$ cat src/rtl/orgasmall_control_unit.sv
// rtl/orgasmall_control_unit.sv - OrgaSmall multi-cycle sequencer: PC, flags, datapath strobes
// Optional build macro ORGASMALL_SINGLE_STEP_EN adds step/idle single-instruction stepping.
module orgasmall_control_unit #(
  parameter int ADDR_SIZE   = 8,
  parameter int OPCODE_BITS = 5
) (
  input  logic                   clk,
  input  logic                   rst,
`ifdef ORGASMALL_SINGLE_STEP_EN
  input  logic                   step,
  output logic                   idle,
`endif
  input  logic [OPCODE_BITS-1:0] opcode,
  input  logic [ADDR_SIZE-1:0]   imm,
  input  logic                   alu_c,
  input  logic                   alu_z,
  input  logic                   alu_n,
  input  logic                   mem_ack,
  output logic [ADDR_SIZE-1:0]   pc,
  output logic                   ir_load,
  output logic                   reg_we,
  output logic [1:0]             reg_src,
  output logic                   flags_we,
  output logic                   mem_req,
  output logic                   mem_we,
  output logic                   mem_addr_sel,
  output logic                   flag_c,
  output logic                   flag_z,
  output logic                   flag_n,
  output logic                   halted
);

  localparam logic [OPCODE_BITS-1:0] OP_ADD   = OPCODE_BITS'(5'b00001);
  localparam logic [OPCODE_BITS-1:0] OP_ADC   = OPCODE_BITS'(5'b00010);
  localparam logic [OPCODE_BITS-1:0] OP_SUB   = OPCODE_BITS'(5'b00011);
  localparam logic [OPCODE_BITS-1:0] OP_AND   = OPCODE_BITS'(5'b00100);
  localparam logic [OPCODE_BITS-1:0] OP_OR    = OPCODE_BITS'(5'b00101);
  localparam logic [OPCODE_BITS-1:0] OP_XOR   = OPCODE_BITS'(5'b00110);
  localparam logic [OPCODE_BITS-1:0] OP_CMP   = OPCODE_BITS'(5'b00111);
  localparam logic [OPCODE_BITS-1:0] OP_MOV   = OPCODE_BITS'(5'b01000);
  localparam logic [OPCODE_BITS-1:0] OP_INC   = OPCODE_BITS'(5'b11000);
  localparam logic [OPCODE_BITS-1:0] OP_DEC   = OPCODE_BITS'(5'b11001);
  localparam logic [OPCODE_BITS-1:0] OP_SHR   = OPCODE_BITS'(5'b11010);
  localparam logic [OPCODE_BITS-1:0] OP_SHL   = OPCODE_BITS'(5'b11011);
  localparam logic [OPCODE_BITS-1:0] OP_STR   = OPCODE_BITS'(5'b10000);
  localparam logic [OPCODE_BITS-1:0] OP_LOAD  = OPCODE_BITS'(5'b10001);
  localparam logic [OPCODE_BITS-1:0] OP_RSTR  = OPCODE_BITS'(5'b10010);
  localparam logic [OPCODE_BITS-1:0] OP_RLOAD = OPCODE_BITS'(5'b10011);
  localparam logic [OPCODE_BITS-1:0] OP_JMP   = OPCODE_BITS'(5'b10100);
  localparam logic [OPCODE_BITS-1:0] OP_JC    = OPCODE_BITS'(5'b10101);
  localparam logic [OPCODE_BITS-1:0] OP_JZ    = OPCODE_BITS'(5'b10110);
  localparam logic [OPCODE_BITS-1:0] OP_JN    = OPCODE_BITS'(5'b10111);
  localparam logic [OPCODE_BITS-1:0] OP_SET   = OPCODE_BITS'(5'b11111);

  typedef enum logic [2:0] {S_FETCH, S_DECODE, S_EXEC, S_MEM, S_HALT} state_t;

  state_t state;
  logic   is_alu, is_mem, is_jump, is_set, is_valid;
  logic   is_store, is_load, is_reg_addr;
  logic   reg_we_q;
  logic   reg_src_imm_q;
  logic   advance;
  logic   load_done;

  always_comb begin
    is_alu  = 1'b0;
    is_mem  = 1'b0;
    is_jump = 1'b0;
    is_set  = 1'b0;
    case (opcode)
      OP_ADD, OP_ADC, OP_SUB, OP_AND, OP_OR, OP_XOR, OP_CMP, OP_MOV,
      OP_INC, OP_DEC, OP_SHR, OP_SHL:   is_alu  = 1'b1;
      OP_STR, OP_LOAD, OP_RSTR, OP_RLOAD: is_mem  = 1'b1;
      OP_JMP, OP_JC, OP_JZ, OP_JN:      is_jump = 1'b1;
      OP_SET:                           is_set  = 1'b1;
      default: ;
    endcase
  end

  assign is_valid    = is_alu | is_mem | is_jump | is_set;
  assign is_store    = (opcode == OP_STR) | (opcode == OP_RSTR);
  assign is_load     = (opcode == OP_LOAD) | (opcode == OP_RLOAD);
  assign is_reg_addr = (opcode == OP_RSTR) | (opcode == OP_RLOAD);

`ifdef ORGASMALL_SINGLE_STEP_EN
  // Edge-detect step so a long pulse still admits only one instruction.
  logic step_d;
  assign advance = step & ~step_d;
  assign idle    = (state == S_FETCH) & ~advance;
`else
  assign advance = 1'b1;
`endif

  assign ir_load   = (state == S_FETCH) & advance;
  // Load write-back must coincide with the ack cycle, so it cannot be registered.
  assign load_done = (state == S_MEM) & mem_ack & is_load;
  assign reg_we    = reg_we_q | load_done;
  assign reg_src   = load_done ? 2'd2 : (reg_src_imm_q ? 2'd1 : 2'd0);

  always_ff @(posedge clk or posedge rst) begin
    if (rst) begin
      state         <= S_FETCH;
      pc            <= '0;
      flag_c        <= 1'b0;
      flag_z        <= 1'b0;
      flag_n        <= 1'b0;
      halted        <= 1'b0;
      reg_we_q      <= 1'b0;
      reg_src_imm_q <= 1'b0;
      flags_we      <= 1'b0;
      mem_req       <= 1'b0;
      mem_we        <= 1'b0;
      mem_addr_sel  <= 1'b0;
`ifdef ORGASMALL_SINGLE_STEP_EN
      step_d        <= 1'b0;
`endif
    end else begin
`ifdef ORGASMALL_SINGLE_STEP_EN
      step_d        <= step;
`endif
      reg_we_q      <= 1'b0;
      reg_src_imm_q <= 1'b0;
      flags_we      <= 1'b0;
      case (state)
        S_FETCH: if (advance) state <= S_DECODE;
        S_DECODE: begin
          if (!is_valid) begin
            state  <= S_HALT;
            halted <= 1'b1;
          end else begin
            pc <= pc + ADDR_SIZE'(1);
            if (is_mem) begin
              state        <= S_MEM;
              mem_req      <= 1'b1;
              mem_we       <= is_store;
              mem_addr_sel <= is_reg_addr;
            end else begin
              state         <= S_EXEC;
              reg_we_q      <= (is_alu & (opcode != OP_CMP)) | is_set;
              reg_src_imm_q <= is_set;
              flags_we      <= is_alu & (opcode != OP_MOV);
            end
          end
        end
        S_EXEC: begin
          if (flags_we) begin
            flag_c <= alu_c;
            flag_z <= alu_z;
            flag_n <= alu_n;
          end
          // Conditional jumps test the flags as they stood before this cycle.
          if ((opcode == OP_JMP) || ((opcode == OP_JC) && flag_c) ||
              ((opcode == OP_JZ) && flag_z) || ((opcode == OP_JN) && flag_n))
            pc <= imm;
          state <= S_FETCH;
        end
        S_MEM: begin
          if (mem_ack) begin
            mem_req      <= 1'b0;
            mem_we       <= 1'b0;
            mem_addr_sel <= 1'b0;
            state        <= S_FETCH;
          end
        end
        S_HALT: state <= S_HALT;
        default: state <= S_HALT;
      endcase
    end
  end

endmodule
$ cat config.mk
export PLATFORM = sky130hd
export DESIGN_NAME = orgasmall_control_unit
export DESIGN_NICKNAME = d
export VERILOG_FILES = /design/src/rtl/orgasmall_control_unit.sv
export SDC_FILE = /design/constraint.sdc
export NUM_CORES = 1
export LEC_CHECK = 0
export CAP_MARGIN = 20
export CORE_MARGIN = 1
export CORE_UTILIZATION = 30
export CTS_CLUSTER_SIZE = 12
export DETAILED_ROUTE_END_ITERATION = 16
export PLACE_DENSITY = 0.65
export SYNTH_ARGS = -nofsm -noshare
export SYNTH_HDL_FRONTEND = slang
export SYNTH_SLANG_ARGS = --single-unit
$ cat constraint.sdc
create_clock -name clk -period 3.3 [get_ports clk]
set_input_delay 0.495 -clock clk [delete_from_list [all_inputs] [get_ports clk]]
set_output_delay 0.495 -clock clk [all_outputs]
set_load 0.005 [all_outputs]
==> impl.org <==
** Global route
- The via count of the first global-routing pass was 1110.
- Global routing used 27.02% of the available met2 tracks.
- Initial antenna violation count :: 0
- The first global-routing pass estimated 5.106 mm of wire.
- Aggregate global routing overflow :: 0
- Global routing consumed, on the met1 layer, 18.36% of the routing resources.
- For this run, the total global-route usage over all layers was measured as 15.02%.
- Maximum number of pins on one net before global-route repair :: 22
- GR Layer Usage met3 :: 2.226%
- Grt peak-use layer :: met2

** STA
- Summed over all failing endpoints, the final setup total negative slack is 0 ns.
- Setup Viol. Count Final :: 0
- PnR worst setup slack :: 0.3711 ns
- Final Skew :: 0.003339 ns
- Counting I/O delays and the setup requirement, the final critical path takes 2.929 ns.
- Setup repair after global routing left no endpoint under its margin.
- Pin slew with the least headroom to its limit :: 0.7816 ns
- Derived from the worst setup path, the maximum achievable clock frequency is 0.3414 GHz.
- Final hold violation count :: 0
- The final count of pins violating max slew was 0.
- Worst slew margin :: 47.84%
- The final critical path takes up 88.75% of the cycle.

** CTS
- Number of gates given a new drive strength after cts :: 0
- After clock tree synthesis, the flow added hold-fix buffers numbering 0.
- Number of buffers between clock root and the deepest sink :: 2
- In this run, CTS created clock tree buffers numbering 3.
- Clock tree synthesis found a total of 21 sinks.
- The number of setup buffers added after CTS is 0.
- H-tree levels :: 1
- Insertion delay of the later-clocked pin in the worst-skew pair :: 0.26 ns
- CTS tree :: yes
- After clock tree synthesis, the clock-pin slew on the worst setup and hold paths is 0.08 ns.
- Clock root buffer master :: clkbuf_8

** Floorplan
- The die is 66.90 um tall.
- The floorplan step defined a core boundary enclosing 4029 um2.
- Top-level I/O count :: 39
- The floorplan has 23 rows.
- Width of the chip :: 66.90 um
- Die outline area :: 4476 um2
- Initial core utilization :: 31.37%

** Place
- Prior to clock tree synthesis, the placed netlist has a worst setup slack of 0.3613 ns.
- In this run, placement finished with an instance count of 214.
- Count of buffers from port buffering :: 38
- RePlAce Congestion :: 0.7719
- Detailed Place HPWL :: 2.275 mm

** Synth
- Counting flops with an async set or reset pin after synthesis yields a share of 100.0%.
- Number of nets in the synthesized netlist :: 152
- Sequential-to-total area share from yosys stat :: 41.58%
- In this run, synthesis inferred 0 flip-flops with an integrated enable.
- Synthesis produced a netlist whose cell count is 132.
- For this run, the leading register cell type out of synthesis is dfrtp_1.
- Number of flip-flops and latches in the synthesized netlist :: 21
- A synthesized cell averages 9.574 um2.
- The netlist uses 45 different library cells.
- Warning count from the yosys run :: 0
- Summing every instance area after synthesis gives 1264 um2.

** Cells and area
- pc holds more flip-flops than any other register.
- Final instance count without filler cells :: 218
- Compared with the post-synthesis result, the final layout area differs by 34.36%.
- Share of post-route cells with drive strength above 1 :: 13.10%
- In the final design database the tool counted 189 nets.
- The largest registers in the layout are pc (8), state (3).
- The number of antenna diodes in the final layout is 0.
- The register with the most flip-flops in the layout has 8 of them.

** Hold path
- The min-delay analysis places its worst path in the category flip-flop to flip-flop.

** Critical path
- By startpoint and endpoint, the worst setup path is classified as input port to output pin.
- Startpoint type of the worst setup path :: input port
- Endpoint class of the critical path :: output pin
- Standard cell with the maximum stage delay on the critical path :: clkdlybuf4s50_1
- Cell chain of the critical path :: clkdlybuf4s50_1 > inv_1 > or3_2 > nor2_1 > nand2_1 > and2_1 > clkdlybuf4s50_1
- Peak fanout along the critical path :: 7
- In this design, the stage delay of the slowest critical-path cell is 0.58 ns.
- STA puts the critical path data required time at 2.80 ns.
- Most repeated library cell on the critical path :: clkdlybuf4s50_1
- For the worst setup path, the data arrival time is 2.43 ns.

** Route
- The first detailed-routing pass took 4 iterations.
- Wire length per cell :: 13.38 um
- After detailed routing, the total wire length is 2.916 mm.
- Violation count after the first detailed-route iteration :: 73
- Remaining design rule violation count :: 0
- In this run the remaining antenna-violating nets after routing total 0.
- DR vias :: 1093
- Using the TritonRoute via totals, the vias-per-cell ratio works out to 5.014.

** Power
- Leakage power of the design :: 0.0006804 uW
- Power spread over the standard cell area amounts to 510.8 nW/um2.
- Worst IR Drop VDD :: 0.2394 mV

** Run
- Max-cap violations in this run came to 0.

** Outcome
- Status :: finished clean
kinds of logic (layout without fill, tap and decap cells):
family,Yosys count,after routing,synth area share (%)
fa+ha+maj,1,1,0.9899
simple gates,54,54,22.77
flops,21,21,41.58
mux,8,8,6.634
compound gates,35,35,20.79
buf+inv,13,49,7.226
placed cells by master (no fill, tap or decap), types with 2 or more instances in the layout:
| cell type | count |
|---|---|
| dfrtp_1 | 21 |
| buf_4 | 2 |
| o21ai_2 | 4 |
| nand3_1 | 5 |
| o21ai_0 | 7 |
| a21oi_1 | 10 |
| nand2_1 | 12 |
| nor2_1 | 13 |
| inv_1 | 4 |
| mux2_2 | 3 |
| a2bb2oi_2 | 2 |
| nand2b_1 | 4 |
| mux2i_1 | 5 |
| nand3b_1 | 3 |
| nor3_1 | 4 |
| clkdlybuf4s50_1 | 38 |
| clkbuf_8 | 3 |
| nor3b_1 | 2 |
| a21o_1 | 2 |
synthesized netlist by cell type, types with 3 or more instances:
library cell | count | area (um2)
a21oi_1 | 10 | 50.05
buf_6 | 3 | 33.78
dfrtp_1 | 21 | 525.5
inv_1 | 4 | 15.01
mux2_2 | 3 | 33.78
mux2i_1 | 5 | 50.05
nand2_1 | 12 | 45.04
nand2b_1 | 4 | 25.02
nand3_1 | 5 | 25.02
nand3b_1 | 3 | 22.52
nor2_1 | 13 | 48.80
nor3_1 | 4 | 20.02
o21ai_0 | 7 | 35.03
o21ai_2 | 4 | 35.03
stage by stage:
stage / hold slack [ns] / power, uW / area (um2) / util [%]
2_1_floorplan: 0.4590 / 524.4 / 1264 / -
3_3_place_gp: 0.4619 / 688.7 / 1652 / 40.99
3_5_place_dp: 0.4552 / 705.0 / 1652 / 40.99
4_1_cts: 0.4736 / 875.4 / 1698 / 42.14
5_1_grt: 0.4889 / 926.9 / 1698 / 42.14
6_report: 0.4673 / 867.3 / 1698 / 42.14
power by group:
part / internal, uW / total (uW) / switching, uW
registers: 322 / 390 / 67.9
logic: 192 / 309 / 117
clock network: 84.1 / 169 / 84.6
total: 598 / 867 / 269
critical path: cells and delay by family:
family                 cells  cell delay (ns)
AND/OR/NAND/NOR            4             0.83
buffers and inverters      3             1.11
layout make-up:
cell class                 instances  area (um2)
timing repair buffer              40       395.4
fill                             403        2331
tap                               50       62.56
clock inverter                     1       5.005
sequential                        21       525.5
clock buffer                       3       41.29
multi-input combinational         98       646.9
inverter                           5       21.27
metal layers:
| layer | up-vias | share of wire (%) |
|---|---|---|
| met5 | - | 0 |
| met4 | 0 | 0.93 |
| met3 | 4 | 4.8 |
| met2 | 29 | 50 |
| met1 | 514 | 44 |
| li1 | 546 | - |
path summary, 6_finish.rpt:
path | start | endpoint | slack [ns] | cells after the start
setup reg to reg | state[0]$_DFFE_PP0N_ | pc[0]$_DFFE_PP0P_ | 1.42 | 5
setup / recovery | opcode[4] | reg_src[0] | 0.37 | 7
max in group asynchronous | rst | flag_c$_DFFE_PP0P_ | 2.14 | 2
hold / removal | halted$_DFFE_PP0P_ | halted$_DFFE_PP0P_ | 0.47 | 1
hold reg to reg | halted$_DFFE_PP0P_ | halted$_DFFE_PP0P_ | 0.47 | 1
min in group asynchronous | rst | halted$_DFFE_PP0P_ | 0.68 | 2
No activity file was read; power rests on OpenSTA's default activity.
